### src/rtl/ram_access_ctrl.sv
// Command front-end for an 8x8 RAM with a posedge-registered read port.
// Serialises single-word writes and reads, and can sweep-clear every word.
module ram_access_ctrl #(
  parameter logic [7:0] CLR_VALUE = 8'h00
) (
  input  logic       clk,
  input  logic       rst,
  input  logic       cmd_valid,
  output logic       cmd_ready,
  input  logic       cmd_we,
  input  logic [2:0] cmd_addr,
  input  logic [7:0] cmd_data,
  input  logic       clr_start,
  output logic       busy,
  output logic       rsp_valid,
  output logic [7:0] rsp_data,
  output logic       ram_we,
  output logic [2:0] ram_inaddr,
  output logic [2:0] ram_outaddr,
  output logic [7:0] ram_din,
  input  logic [7:0] ram_dout
);

  typedef enum logic [2:0] {
    IDLE   = 3'd0,
    WR     = 3'd1,
    RD     = 3'd2,
    RD_CAP = 3'd3,
    CLR    = 3'd4
  } state_t;

  state_t     state;
  state_t     state_nxt;
  logic [2:0] clr_cnt;
  logic [2:0] clr_cnt_nxt;
  logic       accept;

  logic       ram_we_nxt;
  logic [2:0] ram_inaddr_nxt;
  logic [2:0] ram_outaddr_nxt;
  logic [7:0] ram_din_nxt;
  logic       rsp_valid_nxt;
  logic [7:0] rsp_data_nxt;

  // Handshake: a command transfers on a rising edge where cmd_valid and
  // cmd_ready are both high; cmd_we/addr/data are sampled only at that edge.
  // A pending clear request masks cmd_ready so the clear always wins.
  assign cmd_ready = (state == IDLE) && !clr_start;
  assign accept    = cmd_valid && cmd_ready;
  assign busy      = (state != IDLE);

  // State register plus the registered RAM-side and response outputs.
  always_ff @(posedge clk) begin
    if (rst) begin
      state       <= IDLE;
      clr_cnt     <= 3'd0;
      ram_we      <= 1'b0;
      ram_inaddr  <= 3'd0;
      ram_outaddr <= 3'd0;
      ram_din     <= 8'h00;
      rsp_valid   <= 1'b0;
      rsp_data    <= 8'h00;
    end else begin
      state       <= state_nxt;
      clr_cnt     <= clr_cnt_nxt;
      ram_we      <= ram_we_nxt;
      ram_inaddr  <= ram_inaddr_nxt;
      ram_outaddr <= ram_outaddr_nxt;
      ram_din     <= ram_din_nxt;
      rsp_valid   <= rsp_valid_nxt;
      rsp_data    <= rsp_data_nxt;
    end
  end

  always_comb begin
    state_nxt = state;
    case (state)
      IDLE: begin
        if (clr_start) begin
          state_nxt = CLR;
        end else if (accept) begin
          state_nxt = cmd_we ? WR : RD;
        end
      end
      WR:     state_nxt = IDLE;
      RD:     state_nxt = RD_CAP;
      RD_CAP: state_nxt = IDLE;
      CLR: begin
        if (clr_cnt == 3'd7) begin
          state_nxt = IDLE;
        end
      end
      default: state_nxt = IDLE;
    endcase
  end

  // Next values for the registered outputs; addresses and write data hold
  // unless a transfer or sweep step loads them.
  always_comb begin
    ram_we_nxt      = 1'b0;
    ram_inaddr_nxt  = ram_inaddr;
    ram_outaddr_nxt = ram_outaddr;
    ram_din_nxt     = ram_din;
    rsp_valid_nxt   = 1'b0;
    rsp_data_nxt    = rsp_data;
    clr_cnt_nxt     = clr_cnt;
    case (state)
      IDLE: begin
        if (clr_start) begin
          ram_we_nxt     = 1'b1;
          ram_inaddr_nxt = 3'd0;
          ram_din_nxt    = CLR_VALUE;
          clr_cnt_nxt    = 3'd0;
        end else if (accept) begin
          if (cmd_we) begin
            ram_we_nxt     = 1'b1;
            ram_inaddr_nxt = cmd_addr;
            ram_din_nxt    = cmd_data;
          end else begin
            ram_outaddr_nxt = cmd_addr;
          end
        end
      end
      RD_CAP: begin
        // ram_dout now carries the word addressed during RD.
        rsp_valid_nxt = 1'b1;
        rsp_data_nxt  = ram_dout;
      end
      CLR: begin
        clr_cnt_nxt = clr_cnt + 3'd1;
        if (clr_cnt != 3'd7) begin
          ram_we_nxt     = 1'b1;
          ram_inaddr_nxt = clr_cnt + 3'd1;
          ram_din_nxt    = CLR_VALUE;
        end
      end
      default: begin
        ram_we_nxt = 1'b0;
      end
    endcase
  end

endmodule

### config.mk
export PLATFORM = sky130hd
export DESIGN_NAME = ram_access_ctrl
export DESIGN_NICKNAME = d
export VERILOG_FILES = /design/src/rtl/ram_access_ctrl.sv
export SDC_FILE = /design/constraint.sdc
export NUM_CORES = 1
export LEC_CHECK = 0
export CORE_MARGIN = 1
export CORE_UTILIZATION = 32
export CTS_BUF_LIST = sky130_fd_sc_hd__clkbuf_8
export DETAILED_ROUTE_END_ITERATION = 12
export PLACE_DENSITY = 0.64
export SETUP_SLACK_MARGIN = 0.15
export SYNTH_ARGS = -nofsm -noshare
export SYNTH_HDL_FRONTEND = slang
export SYNTH_SLANG_ARGS = --single-unit
### constraint.sdc
create_clock -name clk -period 4.6 [get_ports clk]
set_clock_uncertainty 0.05 [all_clocks]
set_input_delay 0.92 -clock clk [delete_from_list [all_inputs] [get_ports clk]]
set_output_delay 0.92 -clock clk [all_outputs]
set_load 0.05 [all_outputs]
==> flow_metrics.tcl <==
set metrics [dict create \
    outcome "finished, final reports clean" \
    placed_cells 220 \
    timing.setup.tns_ns 0 \
    die-width_um 65.8 \
    synthXorXnorAreaFrac_pct 0 \
    viasPerCell 4.84 \
    post-route-util_pct 50.8 \
    post-cts-setup-buffer-count 0 \
    path_class "primary input to primary output" \
    setup_violations 0 \
    endpoint_kind "primary output" \
    synthTopCellsByArea "dfxtp_1 (46%), mux2i_1 (15%), nor2_1 (8.7%), nor3b_1 (6.3%), a211oi_2 (2.9%)" \
    yosysTopAreaCellShare_pct 46.2 \
    cts_root_buf "clkbuf_8" \
    stdcell_count 227 \
    synth_top_family_by_area "simple AND/OR/NAND/NOR gates" \
    dp.final_hpwl_um 2110 \
    numCtsBuffers 5 \
    final_cell_area_um2 1920 \
    clk_pin_slew_worst_paths_ns 0.06 \
    dr.pass1.iters 4 \
    num_vias 1098 \
    htree_levels 2 \
    drc 0 \
    ir_drop_uv 215 \
    yosys_warnings 0 \
    drtAntennaViolNets 0 \
    nets 205 \
    worstPathRequired_ns 3.63 \
    yosys-mux-area-fraction_pct 14.6 \
    die_h_um 65.8 \
    finalWorstSetupSlack_ns 0.885 \
    io_buffers 49 \
    place.gp.congestion 0.702 \
    whs_ns 0.447 \
    core_um2 3770 \
    cp-startpoint "clr_start" \
    synth_edf_count 0 \
    cts_resized 0 \
    syn_nets 158 \
    synth_fa_ha_area_share_pct 1.92 \
    p_leak_nw 0.791 \
    layout_min_cycle_time_ns 3.72 \
    wl_per_cell_um 12.8 \
    floorplan.initialDensity_pct 34.5 \
    min_from "rsp_data[1]" \
    avgSynthCellArea_um2 9.86 \
    synth_area_um2 1300 \
    fmax_ghz 0.269 \
    areaGrowthSynthToFinish_pct 47.3 \
    power_mw 0.888 \
    dieArea_um2 4330 \
    num-fill-cells 325 \
    synth_ff_type "dfxtp_1" \
    netlist-cell-type-count 28 \
    grt_pass1_vias 1057 \
    worstMarginPinSlew_ns 1.13 \
    insertion_delay_ns 0.28 \
    drt_iter0_drc 53 \
    synth_compound_area_share_pct 10.7 \
    fin_crit_sh_pct 80.8 \
    async_flop_share_pct 0 \
    synth-simple-area-share_pct 22.1 \
    track_usage_pct 14.9 \
    ioPinCount 50 \
    ys_ff_latch 30 \
    syn_inst 132 \
    num_rows 22 \
    cts_hold_buf 0 \
    yosys.area.top_type "dfxtp_1" \
    drv_cap 0 \
    synth_common_cells "dfxtp_1 (30), nor2_1 (30), mux2i_1 (19)" \
    rsz0062_at_grt "false" \
    max_slew_margin_pct 24.4 \
    antenna_found_initial 0 \
    cts_tree "done" \
    grt_overflow 0 \
    r2r-start "clr_cnt[0]" \
    cts.sinks 30 \
    crit_arrival_ns 2.75 \
    worst_setup_path_start_kind "primary input" \
    seq_area_frac_synth_pct 46.2 \
    cp_max_fo 4 \
    drive_above_1_share_pct 7.82 \
    antenna_cells 0 \
    pre_cts_ws_ns 0.907 \
    power_density_nw_per_um2 463 \
    drt_wl_total_um 2900 \
    cts_buffer_depth 2 \
    hold_path.class "register to register" \
    hold_viol 0 \
    drv_slew 0 \
    grt_pass1_wl_um 4770 \
    grt_max_degree 31 \
    dpl_cell_area_um2 1800 \
]
==> kinds of logic after synthesis <==
family                   after synthesis
AO/OA/AOI/OAI                         15
adder cells (fa/ha/maj)                2
buffers and inverters                 11
flip-flops                            30
multiplexers                          19
AND/OR/NAND/NOR                       55
==> metal layers <==
metal / vias up / wire (um) / global-route usage (%)
met4: 0 / 32 / 5.71
met5: - / 0 / 0
li1: 547 / - / -
met3: 5 / 182 / 6.55
met2: 29 / 1430 / 24.6
met1: 517 / 1260 / 16.7
==> power breakdown <==
part	switching [mW]	total [mW]	internal, mW
logic	0.187	0.311	0.124
registers	0.0231	0.312	0.289
clock network	0.0921	0.265	0.173
==> critical path, cell delays in order <==
cell and delay, ns:
clkdlybuf4s50_1 0.43, nor4_1 0.48, clkdlybuf4s50_1 0.92
==> flip-flops by register name, indices dropped and copies added, names as in the netlist <==
signal,flops
rsp_valid,1
ram_inaddr,3
ram_outaddr,3
rsp_data,8
ram_we,1
ram_din,8
state,3
clr_cnt,3
==> cell usage in the layout (no fill, tap or decap), drive strengths merged, types with 3 or more instances in the layout <==
master / netlist / layout
dfxtp: 30 / 30
a211oi: 3 / 3
mux2i: 19 / 19
clkdlybuf4s50: 0 / 49
a21oi: 3 / 3
clkbuf: 7 / 6
nor3b: 12 / 12
nor2: 30 / 30
==> final timing paths <==
kind / endpoint / slack, ns / cells after the start
setup / recovery: cmd_ready / 0.88 / 3
setup reg to reg: ram_din[6] / 2.49 / 6
hold / removal: rsp_data[1] / 0.45 / 2
hold reg to reg: rsp_data[1] / 0.45 / 2
==> layout make-up <==
type	instances	area, um^2	share of cell area [%]
timing repair buffer	50	498	26.0
sequential	30	601	31.3
clock buffer	6	82.6	4.31
inverter	1	3.75	0.196
clock inverter	1	30.0	1.57
multi-input combinational	91	642	33.5
tap	48	60.1	3.13
No activity file was read; power rests on OpenSTA's default activity.
